--- src/rtl/minterm_extractor_pkg.sv ---
// Shared definitions for the minterm extractor.
//   state_e   : controller states
//   rows()    : number of truth-table rows for n inputs
//   last_row(): index of the final row for n inputs
package minterm_extractor_pkg;

  typedef enum logic [2:0] {
    IDLE   = 3'd0,
    DRIVE  = 3'd1,
    SAMPLE = 3'd2,
    EMIT   = 3'd3,
    DONE   = 3'd4
  } state_e;

  function automatic int rows(input int n);
    return 1 << n;
  endfunction

  function automatic int last_row(input int n);
    return rows(n) - 1;
  endfunction

  localparam int DEFAULT_N_VARS = 3;
  localparam int LAST_ROW       = last_row(DEFAULT_N_VARS);

endpackage

--- src/rtl/minterm_extractor_row_scan_counter.sv ---
// Row index register plus settle down-counter for the truth-table sweep.
// Ports:
//   i_clk, i_rst_n  : clock, async active-low reset
//   i_clr           : row <= 0, reload settle counter
//   i_inc           : row <= row+1 (saturates at last row), reload settle counter
//   i_settle_en     : count the settle timer down toward zero
//   o_row           : current row index
//   o_is_last       : row is the final row
//   o_settle_done   : settle timer at terminal count
module row_scan_counter
  import minterm_extractor_pkg::*;
#(
  parameter int N_VARS = 3,
  parameter int SETTLE = 1
) (
  input  logic              i_clk,
  input  logic              i_rst_n,
  input  logic              i_clr,
  input  logic              i_inc,
  input  logic              i_settle_en,
  output logic [N_VARS-1:0] o_row,
  output logic              o_is_last,
  output logic              o_settle_done
);

  localparam int SW = (SETTLE > 1) ? $clog2(SETTLE) : 1;
  localparam logic [SW-1:0]     SETTLE_LOAD = SW'(SETTLE - 1);
  localparam logic [N_VARS-1:0] ROW_LAST    = N_VARS'(last_row(N_VARS));

  logic [N_VARS-1:0] r_row;
  logic [SW-1:0]     r_settle;
  logic              w_is_last;

  assign w_is_last = (r_row == ROW_LAST);

  always_ff @(posedge i_clk or negedge i_rst_n) begin
    if (!i_rst_n) begin
      r_row    <= '0;
      r_settle <= '0;
    end else if (i_clr) begin
      r_row    <= '0;
      r_settle <= SETTLE_LOAD;
    end else if (i_inc) begin
      // Saturate so the index can never wrap back to row 0.
      if (!w_is_last) r_row <= r_row + 1'b1;
      r_settle <= SETTLE_LOAD;
    end else if (i_settle_en && (r_settle != '0)) begin
      r_settle <= r_settle - 1'b1;
    end
  end

  assign o_row         = r_row;
  assign o_is_last     = w_is_last;
  assign o_settle_done = (r_settle == '0);

endmodule

--- src/rtl/minterm_extractor.sv ---
// Sequential truth-table reader: sweeps all input combinations of an external
// combinational block, samples its output and streams back the indices of the
// reportable rows (minterms by default).
// Build option: MINTERM_EXTRACTOR_MAXTERM_EN reports rows where f_in=0
// (maxterms); table_out always holds the true function.
// Ports:
//   clk, rst_n          : clock, async active-low reset
//   start               : begin a sweep (IDLE only)
//   busy                : sweep in progress
//   vars_out            : function inputs (row index)
//   f_in                : function output under test
//   m_valid/m_ready     : index stream handshake
//   m_index             : reported row index
//   done                : one-cycle end-of-sweep pulse
//   count               : number of reported rows in last sweep
//   table_out           : captured truth table, bit i = f(i)
//
// state  | meaning
// IDLE   | waiting for start
// DRIVE  | vars_out = row, waiting SETTLE cycles
// SAMPLE | capture f_in into table_out[row]
// EMIT   | offer row index, wait for handshake
// DONE   | one-cycle done pulse, back to IDLE
module minterm_extractor
  import minterm_extractor_pkg::*;
#(
  parameter int N_VARS = 3,
  parameter int SETTLE = 1
) (
  input  logic                     clk,
  input  logic                     rst_n,
  input  logic                     start,
  output logic                     busy,
  output logic [N_VARS-1:0]        vars_out,
  input  logic                     f_in,
  output logic                     m_valid,
  input  logic                     m_ready,
  output logic [N_VARS-1:0]        m_index,
  output logic                     done,
  output logic [N_VARS:0]          count,
  output logic [rows(N_VARS)-1:0]  table_out
);

  localparam int ROWS = rows(N_VARS);

  state_e            r_state;
  logic              r_busy;
  logic              r_m_valid;
  logic [N_VARS-1:0] r_m_index;
  logic              r_done;
  logic [N_VARS:0]   r_count;
  logic [ROWS-1:0]   r_table;

  logic [N_VARS-1:0] w_row;
  logic              w_is_last;
  logic              w_settle_done;
  logic              w_report;
  logic              w_handshake;
  logic              w_clr;
  logic              w_inc;
  logic              w_settle_en;

`ifdef MINTERM_EXTRACTOR_MAXTERM_EN
  assign w_report = ~f_in;
`else
  assign w_report = f_in;
`endif

  assign w_handshake = (r_state == EMIT) && r_m_valid && m_ready;
  assign w_clr       = (r_state == IDLE) && start;
  assign w_inc       = ((r_state == SAMPLE) && !w_report && !w_is_last) ||
                       (w_handshake && !w_is_last);
  assign w_settle_en = (r_state == DRIVE);

  row_scan_counter #(
    .N_VARS (N_VARS),
    .SETTLE (SETTLE)
  ) u_row_scan_counter (
    .i_clk         (clk),
    .i_rst_n       (rst_n),
    .i_clr         (w_clr),
    .i_inc         (w_inc),
    .i_settle_en   (w_settle_en),
    .o_row         (w_row),
    .o_is_last     (w_is_last),
    .o_settle_done (w_settle_done)
  );

  always_ff @(posedge clk or negedge rst_n) begin
    if (!rst_n) begin
      r_state   <= IDLE;
      r_busy    <= 1'b0;
      r_m_valid <= 1'b0;
      r_m_index <= '0;
      r_done    <= 1'b0;
      r_count   <= '0;
      r_table   <= '0;
    end else begin
      r_done <= 1'b0;
      case (r_state)
        IDLE: begin
          if (start) begin
            r_state <= DRIVE;
            r_busy  <= 1'b1;
            r_count <= '0;
            r_table <= '0;
          end
        end
        DRIVE: begin
          if (w_settle_done) r_state <= SAMPLE;
        end
        SAMPLE: begin
          r_table[w_row] <= f_in;
          if (w_report) begin
            r_state   <= EMIT;
            r_m_valid <= 1'b1;
            r_m_index <= w_row;
          end else if (w_is_last) begin
            r_state <= DONE;
            r_done  <= 1'b1;
            r_busy  <= 1'b0;
          end else begin
            r_state <= DRIVE;
          end
        end
        EMIT: begin
          if (w_handshake) begin
            r_count   <= r_count + 1'b1;
            r_m_valid <= 1'b0;
            if (w_is_last) begin
              r_state <= DONE;
              r_done  <= 1'b1;
              r_busy  <= 1'b0;
            end else begin
              r_state <= DRIVE;
            end
          end
        end
        DONE: begin
          r_state <= IDLE;
        end
        default: begin
          r_state <= IDLE;
        end
      endcase
    end
  end

  assign busy      = r_busy;
  assign vars_out  = w_row;
  assign m_valid   = r_m_valid;
  assign m_index   = r_m_index;
  assign done      = r_done;
  assign count     = r_count;
  assign table_out = r_table;

endmodule

--- config.mk ---
export PLATFORM = sky130hd
export DESIGN_NAME = minterm_extractor
export DESIGN_NICKNAME = d
export VERILOG_FILES = /design/src/rtl/minterm_extractor_pkg.sv /design/src/rtl/minterm_extractor_row_scan_counter.sv /design/src/rtl/minterm_extractor.sv
export SDC_FILE = /design/constraint.sdc
export NUM_CORES = 1
export LEC_CHECK = 0
export CORE_MARGIN = 2
export CORE_UTILIZATION = 40
export DETAILED_ROUTE_END_ITERATION = 10
export PLACE_DENSITY = 0.62
export SLEW_MARGIN = 20
export SYNTH_ARGS = -nofsm -noshare
export SYNTH_HDL_FRONTEND = slang
export SYNTH_SLANG_ARGS = --single-unit
--- constraint.sdc ---
create_clock -name clk -period 3.4 [get_ports clk]
set_input_delay 1.02 -clock clk [delete_from_list [all_inputs] [get_ports clk]]
set_output_delay 1.02 -clock clk [all_outputs]
set_load 0.02 [all_outputs]
# Word-level counts from Yosys, hierarchy flattened
# Index checks and enable logic that the tools add are counted.
# W data, S select, Z words.
[op_classes]
addsub = 3
multipliers = 0
div_mod_pow = 0
magnitude_cmp = 2
eq_ne = 10
shift = 0
mux = 32
n_bitwise = 0
n_reduce_logical = 25
[op_table]
columns = ["op", "n"]
rows = [
  ["$mux W3", 8],
  ["$pmux W8 S2", 1],
  ["$mux W1", 13],
  ["$pmux W3 S4", 1],
  ["$ne A2 B2 Y1 const B", 5],
  ["$reduce_and A3 Y1", 3],
  ["$bwmux W8", 1],
  ["$logic_and A1 B1 Y1", 8],
  ["$mux W4", 2],
  ["$mux W8", 1],
  ["$pmux W4 S2", 1],
  ["$reduce_bool A2 Y1", 4],
  ["$eq A3 B2 Y1 const B", 2],
  ["$reduce_and A2 Y1", 3],
  ["$reduce_bool A3 Y1", 2],
  ["$add A4 B1 Y4 const B", 1],
  ["$lt A3 B4 Y1 const B", 1],
  ["$pmux W1 S2", 2],
  ["$reduce_and A4 Y1", 1],
  ["$add A3 B1 Y3 const B", 1],
  ["$demux W1 S3", 1],
  ["$eq A3 B1 Y1 const B", 1],
  ["$eq A3 B3 Y1 const B", 1],
  ["$ge A3 B1 Y1 const B", 1],
  ["other kinds (6)", 7],
]
[word_totals]
register_bits = 25
latchBits = 0
mem_bits_rw = 0
romBits = 0
inputBits = 5
out_inout_bits = 21
wordCells = 81
mem_count = 0

# Logic depth before layout (Yosys ltp)
# Gate-level depths: netlist (run 1).
[depth]
ltp_word = 7
mapped_depth = 5
depth_no_buf = 5

# Cells and area by module
# Synthesis (run 1) repeated with hierarchy kept, for this count alone.
[hier_totals]
hier_cells = 127
hier_area_um2 = 1327.5
[by_module_without_submodules]
columns = ["module", "instances", "cells_each", "area_per_inst_um2"]
rows = [
  ["minterm_extractor", 1, 109, 1108.6],
  ["row_scan_counter", 1, 18, 219.0],
]

# Least setup slack after synthesis (run 1)
# OpenSTA, ideal clock, no wires.
[synth_path]
kind = "input port to flip-flop"
from = "input port m_ready"
to = "register u_row_scan_counter.r_row[1] (netlist: u_row_scan_counter.o_row[1])"
setup_ns = 0.125
arrival_time_ns = 2.003
setup_slack_ns = 1.272
stages = 4
path_buffers = 1
path_cell_list = "and3_1 -> clkbuf_1 -> o211ai_1 -> mux2_2"
[synth_via]
elab_chain_len = 5
[synth_rtl]
columns = ["item", "line", "source"]
rows = [
  ["start: declaration", "minterm_extractor.sv:37", "input logic m_ready,"],
  ["$logic_and A1 B1 Y1", "minterm_extractor.sv:69", "assign w_handshake = (r_state == EMIT) && r_m_valid && m_ready;"],
  ["$logic_and A1 B1 Y1", "minterm_extractor.sv:72", "(w_handshake && !w_is_last);"],
  ["$logic_or A1 B1 Y1", "minterm_extractor.sv:71", "assign w_inc = ((r_state == SAMPLE) && !w_report && !w_is_last) ||"],
  ["$reduce_bool A2 Y1 (no line)", "-", ""],
  ["$reduce_and A2 Y1 (no line)", "-", ""],
  ["end signal: assignment", "minterm_extractor_row_scan_counter.sv:45", "if (!w_is_last) r_row <= r_row + 1'b1;"],
  ["end: declaration", "minterm_extractor_row_scan_counter.sv:30", "logic [N_VARS-1:0] r_row;"],
]
# No other way between the ends.
# A chain may end at the register's enable or synchronous reset.

# Worst setup path in the final report (run 1)
[layout_path]
from = "register u_row_scan_counter.r_row[1] (netlist: u_row_scan_counter.o_row[1])"
to = "output port vars_out[1]"
[layout_rtl]
columns = ["item", "line", "source"]
rows = [
  ["end: declaration", "minterm_extractor.sv:34", "output logic [N_VARS-1:0] vars_out,"],
]
# No word-level cell between the ends.

==> run_results.csv, run 1 <==
group,metric,value,unit
power,pwr_density_cell,873,nW/um^2
yosys,synth.avg_cell_area,11.3,um^2
sta,period_share,79.0,%
clocking,clockBufferDepth,2,
routing,ant_nets,0,
sta,hold_viol_final,0,
clocking,clk_pin_slew,0.14,ns
outcome,status,"finished clean",
place,dp_hpwl,1860,um
global_route,antenna_found_initial,0,
yosys,synthMostInstantiatedCell,"dfrtp_1",
final_layout,nFillCells,325,
clocking,clk_latency,0.31,ns
global_route,overflow,0,
yosys,synth_edf_count,0,
clocking,post_cts_buffers,0,
job,max-cap-violations,0,
power,vdd_drop_max,340,uV
routing,drt_first_pass_iters,4,
setup_path,slowest_stage,"clkdlybuf4s50_1",
setup_path,cp_top_family,"buffers and inverters",
routing,wl_per_cell,14.8,um
place,io_buffers,25,
place,gp_congestion,0.797,
setup_path,ff2ff_path_depth,5,
clocking,cts-htree-levels,1,
final_layout,n_antenna_cell,0,
setup_path,required,2.38,ns
sta,rsz0062_at_grt,"false",
clocking,ctsHoldBuffers,0,
routing,drc,0,
yosys,netlist_area,1320,um^2
floorplan,row_count,20,
setup_path,cp_cell_sequence,"clkdlybuf4s50_1",
routing,first_iter_violations,78,
setup_path,worstPathMaxFanout,16,
final_layout,multiInputGateArea,637,um^2
global_route,grt_usage,16.5,%
clocking,cts_tree,"yes",
yosys,synthTopCellsByCount,"dfrtp_1, mux2i_1, a32o_1, nor2_1",
clocking,root_buffer,"clkbuf_4",
worst_hold_path,min_from,"m_index[0]",
floorplan,dieWidth,61.4,um
yosys,seq_area_frac_synth,47.4,%
yosys,syn_nets,125,
sta,fin_setup_tns,0,ns
final_layout,final_util,52.4,%
floorplan,core,3100,um^2
yosys,ys.warnings.count,0,
setup_path,cp_slowest_stage_delay,0.70,ns
clocking,cts_sinks,25,
setup_path,startpoint_type,"register",
yosys,netlist_instances,117,
setup_path,crit_start,"u_row_scan_counter.o_row[1]",
yosys,synthFlopType,"dfrtp_1",
final_layout,drive_gt1_share,10.0,%
floorplan,die_area,3770,um^2
power,p_leak,0.731,nW
setup_path,reg2reg_slack,1.56,ns
routing,routed_wl,2720,um
floorplan,die_h,61.4,um
clocking,ctsResizeCount,0,
sta,slew_viol_final,0,
sta,fin_crit,2.68,ns
final_layout,syn2layout_area_growth,23.2,%
setup_path,setup.worst_path.class,"register to primary output",
routing,num_vias,997,
yosys,async_reset_ff_share,100,%
setup_path,critical_path_cell_count,1,
yosys,synth_area_leaders,"dfrtp_1, mux2i_1, a32o_1",
final_layout,layout.area.seq,626,um^2
global_route,grt_pass1_wl,4600,um
sta,setup_viol,0,
power,power.total,1.42,mW
yosys,synth_top_cell_area_share,47.4,%
place,dp_cells,180,
setup_path,endpoint,"vars_out[1]",
yosys,synth_cell_type_count,35,
final_layout,stdcell_count,184,
yosys,ys_ff_latch,25,
sta,tightest_slew,0.576,ns
sta,skew,0.00263,ns
sta,maxSlewHeadroom,61.4,%
setup_path,endpoint_kind,"primary output",
setup_path,reg2reg_from,"u_row_scan_counter.o_row[1]",
floorplan,ios,26,
sta,fin_hold_ws,0.492,ns
global_route,grt_pass1_vias,970,
setup_path,rr_endpoint,"u_row_scan_counter.o_row[1]",
sta,fmax,373,MHz
clocking,numCtsBuffers,3,
yosys,yosys.area.top_type,"dfrtp_1",
floorplan,initial_utilization,42.5,%
global_route,grt_max_degree,26,
final_layout,nets,149,
routing,vias_per_cell,5.42,
setup_path,arrival,1.66,ns
setup_path,cp.buffers_inverters,1,
worst_hold_path,hp-class,"register to register",
-- kinds of logic after synthesis --
logic type               after synthesis  synth area share (%)
buffers and inverters                 12                  4.27
flip-flops                            25                  47.4
AND/OR/NAND/NOR                       34                  17.4
XOR/XNOR                               1                 0.664
adder cells (fa/ha/maj)                3                  2.85
multiplexers                          12                  9.39
AO/OA/AOI/OAI                         30                  18.0
-- through the flow --
stage | cell area [um^2] | setup slack [ns]
5_1_grt | 1630 | 0.623
6_report | 1630 | 0.716
3_3_place_gp | 1600 | 0.764
3_5_place_dp | 1600 | 0.736
2_1_floorplan | 1320 | 1.27
4_1_cts | 1630 | 0.695
-- where the power goes --
| part | switching (mW) | total (mW) | leakage (nW) | internal (mW) |
|---|---|---|---|---|
| logic | 0.342 | 0.711 | 0.393 | 0.369 |
| clock network | 0.0892 | 0.133 | 0.0177 | 0.0440 |
| registers | 0.169 | 0.575 | 0.320 | 0.406 |
| total | 0.600 | 1.42 | 0.731 | 0.819 |
-- layer usage --
metal	up-vias	part of all wire, %	GRT usage, %
met1	491	49	25.4
met2	22	47	23.7
met4	0	0.63	6.08
met3	2	3.3	2.31
li1	482	-	-
met5	-	0	0
-- cell type report --
type | instances | area share [%]
tap | 44 | 3.39
inverter | 4 | 0.924
multi-input combinational | 80 | 39.2
clock inverter | 1 | 0.308
sequential | 25 | 38.5
clock buffer | 3 | 1.39
timing repair buffer | 27 | 16.3
-- how the worst min path moves through the flow --
stage,endpoint,cells after the start
after floorplan,u_row_scan_counter.r_settle,1
after global placement,m_index[0],1
after detailed placement,m_index[0],1
after CTS,m_index[0],1
after global routing,m_index[1],2
final,m_index[0],1
-- cell usage in the layout, fill, tap and decap left out, types with 2 or more instances in the layout --
cell and instances:
nor3b_1 4, o21ai_0 5, clkdlybuf4s50_1 25, nand2_1 5
buf_4 2, and3_1 2, ha_1 3, o211a_1 2
a21oi_1 3, clkbuf_4 3, nor3_1 2, a32o_1 8
o2bb2ai_1 2, nand3_1 3, nor2_1 6, a21o_1 3
mux2_2 3, nand2b_1 3, and3b_1 3, dfrtp_1 25
inv_1 4, o211ai_1 2, mux2i_1 9
-- registers in the layout, indices dropped and copies added, names as in the netlist --
signal / cells
busy: 1
count: 4
done: 1
m_index: 3
m_valid: 1
r_state: 3
table_out: 8
u_row_scan_counter.o_row: 3
u_row_scan_counter.r_settle: 1
Power figures use the tool's default switching activity.
==> run 2, diff against run 1 <==
clock period = 2.6 ns   (was 3.4 ns; I/O delays follow)
==> run_results.csv, run 2 (synthesized netlist as in run 1, its figures left out) <==
group,metric,value,unit
place,gp_congestion,0.766,
clocking,root_buffer,"clkbuf_4",
sta,period_share,83.4,%
setup_path,endpoint_kind,"primary output",
routing,ant_nets,0,
clocking,cts_sinks,25,
clocking,ctsHoldBuffers,0,
global_route,grt_pass1_vias,1075,
clocking,clk_latency,0.32,ns
clocking,cts-htree-levels,1,
sta,rsz0062_at_grt,"false",
global_route,met3_usage,3.15,%
setup_path,startpoint_type,"register",
setup_path,cp_cell_sequence,"clkdlybuf4s50_1",
clocking,cts_tree,"yes",
power,pwr_density_cell,1160,nW/um^2
sta,fmax,461,MHz
sta,setup_viol,0,
final_layout,largest_reg_flops,8,
floorplan,ios,26,
clocking,post_cts_buffers,0,
setup_path,worstPathMaxFanout,6,
floorplan,die_h,61.4,um
floorplan,dieWidth,61.4,um
place,io_buffers,25,
global_route,grt_pass1_wl,4970,um
setup_path,setup.worst_path.class,"register to primary output",
global_route,grt_use_met1,24.3,%
sta,maxSlewHeadroom,67.5,%
global_route,gr-usage-met2,29.3,%
global_route,overflow,0,
clocking,numCtsBuffers,3,
global_route,grt_max_degree,26,
worst_hold_path,hp-class,"register to register",
outcome,status,"finished clean",
floorplan,row_count,20,
global_route,grt_busiest_layer,"met2",
floorplan,initial_utilization,42.5,%
routing,routed_wl,2900,um
sta,hold_viol_final,0,
routing,drc,0,
final_layout,final_util,53.5,%
final_layout,nFillCells,320,
routing,wl_per_cell,15.4,um
global_route,grt_usage,18.0,%
floorplan,die_area,3770,um^2
job,max-cap-violations,0,
clocking,ctsResizeCount,0,
floorplan,core,3100,um^2
power,p_leak,0.752,nW
power,vdd_drop_max,542,uV
setup_path,cp.buffers_inverters,1,
setup_path,required,1.82,ns
clocking,clk_pin_slew,0.13,ns
sta,fin_crit,2.17,ns
routing,first_iter_violations,57,
sta,skew,0.00407,ns
clocking,clockBufferDepth,2,
setup_path,cp_slowest_stage_delay,0.63,ns
final_layout,syn2layout_area_growth,26.0,%
final_layout,stdcell_count,189,
sta,fin_setup_tns,0,ns
final_layout,nets,154,
final_layout,n_antenna_cell,0,
routing,num_vias,1069,
sta,slew_viol_final,0,
setup_path,cp_top_family,"buffers and inverters",
final_layout,drive_gt1_share,12.4,%
routing,vias_per_cell,5.66,
global_route,antenna_found_initial,0,
setup_path,slowest_stage,"clkdlybuf4s50_1",
final_layout,layout.cells.most_common_list,"dfrtp_1, clkdlybuf4s50_1, mux2i_1",
power,power.total,1.92,mW
place,dp_cells,185,
setup_path,arrival,1.39,ns
sta,tightest_slew,0.487,ns
place,dp_hpwl,1990,um
routing,drt_first_pass_iters,4,
## run 2: final timing paths
kind | startpoint | slack [ns] | to | depth (start not counted)
max | m_valid | 0.43 | m_valid | 1
min | m_index[0] | 0.49 | m_index[0] | 1
max reg2reg | r_state[1] | 0.81 | table_out[7] | 4
min reg2reg | m_index[0] | 0.49 | m_index[0] | 1
max in group asynchronous | rst_n | 1.54 | count[0] | 2
min in group asynchronous | rst_n | 0.82 | count[3] | 2
## run 2: layout make-up
cell class | instances | area [um^2] | area share (%)
Clock buffer | 4 | 26.3 | 1.58
Inverter | 4 | 15.0 | 0.904
Multi-Input combinational cell | 80 | 637 | 38.3
Sequential cell | 25 | 626 | 37.7
Tap cell | 44 | 55.1 | 3.31
Timing Repair Buffer | 32 | 303 | 18.2
## run 2: stage by stage
step / worst slack, ns / cell area, um^2 / hold slack (ns)
2_1_floorplan: 0.712 / 1320 / 0.484
3_3_place_gp: 0.196 / 1640 / 0.464
3_5_place_dp: 0.160 / 1640 / 0.466
4_1_cts: 0.408 / 1660 / 0.498
5_1_grt: 0.350 / 1660 / 0.535
6_report: 0.431 / 1660 / 0.493
## run 2: routing by layer
metal  up-vias  part of all wire [%]
met1       543                    48
met5         -                     0
met3         4                   4.3
met4         0                   1.0
li1        493                     -
met2        29                    47
## run 2: report_power, final
part           internal, mW  switching (mW)  leakage [nW]
clock network        0.0600           0.115        0.0150
logic                 0.524           0.543         0.417
registers             0.533           0.146         0.320
total                  1.12           0.804         0.752
==> patch (flow settings as in run 2) <==
`N_VARS` is set to 3 in 2 places; all go to 6.
--- a/src/rtl/minterm_extractor_row_scan_counter.sv
+++ b/src/rtl/minterm_extractor_row_scan_counter.sv
@@ -10,7 +10,7 @@
 module row_scan_counter
   import minterm_extractor_pkg::*;
 #(
-  parameter int N_VARS = 3,
+  parameter int N_VARS = 6,
   parameter int SETTLE = 1
 ) (
   input  logic              i_clk,
--- a/src/rtl/minterm_extractor.sv
+++ b/src/rtl/minterm_extractor.sv
@@ -24,7 +24,7 @@
 module minterm_extractor
   import minterm_extractor_pkg::*;
 #(
-  parameter int N_VARS = 3,
+  parameter int N_VARS = 6,
   parameter int SETTLE = 1
 ) (
   input  logic                     clk,
Ports: changed (resized count, m_index, table_out and vars_out); port bits go from 26 to 91. The function was not compared with the original's and may differ.
==> patch against run 2 <==
- global-route usage rose by 4.1 points
- area after synthesis rose to 3.3 times the old value
- routed wire length rose to 4.4 times the old value
- sequential cell count rose by 65
- fmax fell by 8.4%
- worst hold slack got worse by 0.17 ns
- total power rose by 130%
- cell count rose to 3.6 times the old value
- final area rose to 3.3 times the old value
- critical path depth rose by 1
- worst setup slack got worse by 0.20 ns
- critical path type unchanged
- critical endpoint is now vars_out[0]
- largest power group unchanged
==> patch: results (changes against run 2) <==
<table>
<tr><th>Metric</th><th>Value</th></tr>
<tr><th colspan="2">Outcome</th></tr>
<tr><td>Outcome</td><td>completed</td></tr>
<tr><th colspan="2">Finish</th></tr>
<tr><td>Non-clock buffer count</td><td>103 (+220%)</td></tr>
<tr><td>Area occupied by multi-input gates</td><td>0.00185 sq mm (+190%)</td></tr>
<tr><td>Nonclk inv count</td><td>3 (-1)</td></tr>
<tr><td>Non-clk buf share</td><td>18.8% (+0.56 points)</td></tr>
<tr><td>Seq/total area</td><td>40.9% (+3.3 points)</td></tr>
<tr><td>Number of clock buffer instances in the layout</td><td>11 (+7)</td></tr>
<tr><td>Share of layout cells above drive strength 1</td><td>10.5% (-1.9 points)</td></tr>
<tr><th colspan="2">Place</th></tr>
<tr><td>Routability-driven placement congestion ratio</td><td>0.796 (+3.9%)</td></tr>
<tr><td>Port buffer count</td><td>90 (+260%)</td></tr>
<tr><th colspan="2">Global routing</th></tr>
<tr><td>Met3 track demand over resource in global routing</td><td>4.88% (+1.7 points)</td></tr>
<tr><td>Largest net degree at the start of global routing</td><td>65 (+150%)</td></tr>
<tr><td>Met1 usage in global routing</td><td>31.9% (+7.6 points)</td></tr>
<tr><th colspan="2">Synthesis</th></tr>
<tr><td>Sequential share of the synthesized area</td><td>51.8% (+4.4 points)</td></tr>
<tr><td>Post-synthesis cell type count</td><td>45 (+29%)</td></tr>
<tr><td>Post-synth net total</td><td>457 (+270%)</td></tr>
<tr><td>Most area-consuming cells after synthesis</td><td>dfrtp_1 (52%), o21ai_1 (8.9%), a21oi_1 (7.4%), o21ai_0 (7.4%), buf_6 (2.3%)</td></tr>
<tr><td>Leading post-synthesis cells by instance count</td><td>dfrtp_1 (90), o21ai_1 (77), a21oi_1 (64), o21ai_0 (64), nand2_1 (17)</td></tr>
<tr><th colspan="2">Power and ir drop</th></tr>
<tr><td>Leakage power total</td><td>2.33 nW (+210%)</td></tr>
<tr><th colspan="2">Route</th></tr>
<tr><td>Wire length on met1</td><td>5710 um (+310%)</td></tr>
<tr><th colspan="2">Timing</th></tr>
<tr><td>Setup clock skew after layout</td><td>0.0167 ns (+0.0126 ns)</td></tr>
<tr><th colspan="2">Clocking</th></tr>
<tr><td>Clock Latency Late Sink</td><td>0.37 ns (+0.05 ns)</td></tr>
<tr><td>Clock transition at the register clock pins on the worst setup and hold paths after CTS</td><td>0.08 ns (-0.05 ns)</td></tr>
<tr><td>H-tree Lvls</td><td>3 (+2)</td></tr>
<tr><td>Num CTS Buffers</td><td>9 (+6)</td></tr>
<tr><th colspan="2">Critical path</th></tr>
<tr><td>Critical path destination</td><td>vars_out[0]</td></tr>
<tr><td>Arr. time, crit path</td><td>1.59 ns (+0.20 ns)</td></tr>
<tr><td>Register-to-Register Path Depth</td><td>5 (+1)</td></tr>
<tr><th colspan="2">Hold path</th></tr>
<tr><td>HP Class</td><td>in2async</td></tr>
</table>
-- patch: kinds of logic after synthesis --
family	synth area share, %
compound gates	26.4
flops	51.8
simple gates	12.7
buf+inv	5.82
mux	2.25
xor+xnor	0.403
fa+ha+maj	0.576
-- patch: stage by stage --
| stage | cell area (sq um) | hold slack (ns) | cells | utilization (%) | worst slack, ns |
|---|---|---|---|---|---|
| floorplan | 4350 | 0.484 | 450 | - | 0.938 |
| global placement | 5320 | 0.480 | 655 | 49.8 | 0.305 |
| detailed placement | 5320 | 0.484 | 655 | 49.8 | 0.236 |
| CTS | 5500 | 0.335 | 671 | 51.4 | 0.221 |
| global route | 5500 | 0.342 | 671 | 51.4 | 0.177 |
| finish | 5500 | 0.328 | 671 | 51.4 | 0.232 |
-- patch: power by group --
| part | switching, mW | leakage, nW | internal (mW) |
|---|---|---|---|
| clock | 0.522 | 0.0859 | 0.377 |
| combinational | 1.27 | 1.00 | 0.646 |
| sequential | 0.104 | 1.24 | 1.51 |
| total | 1.89 | 2.33 | 2.54 |
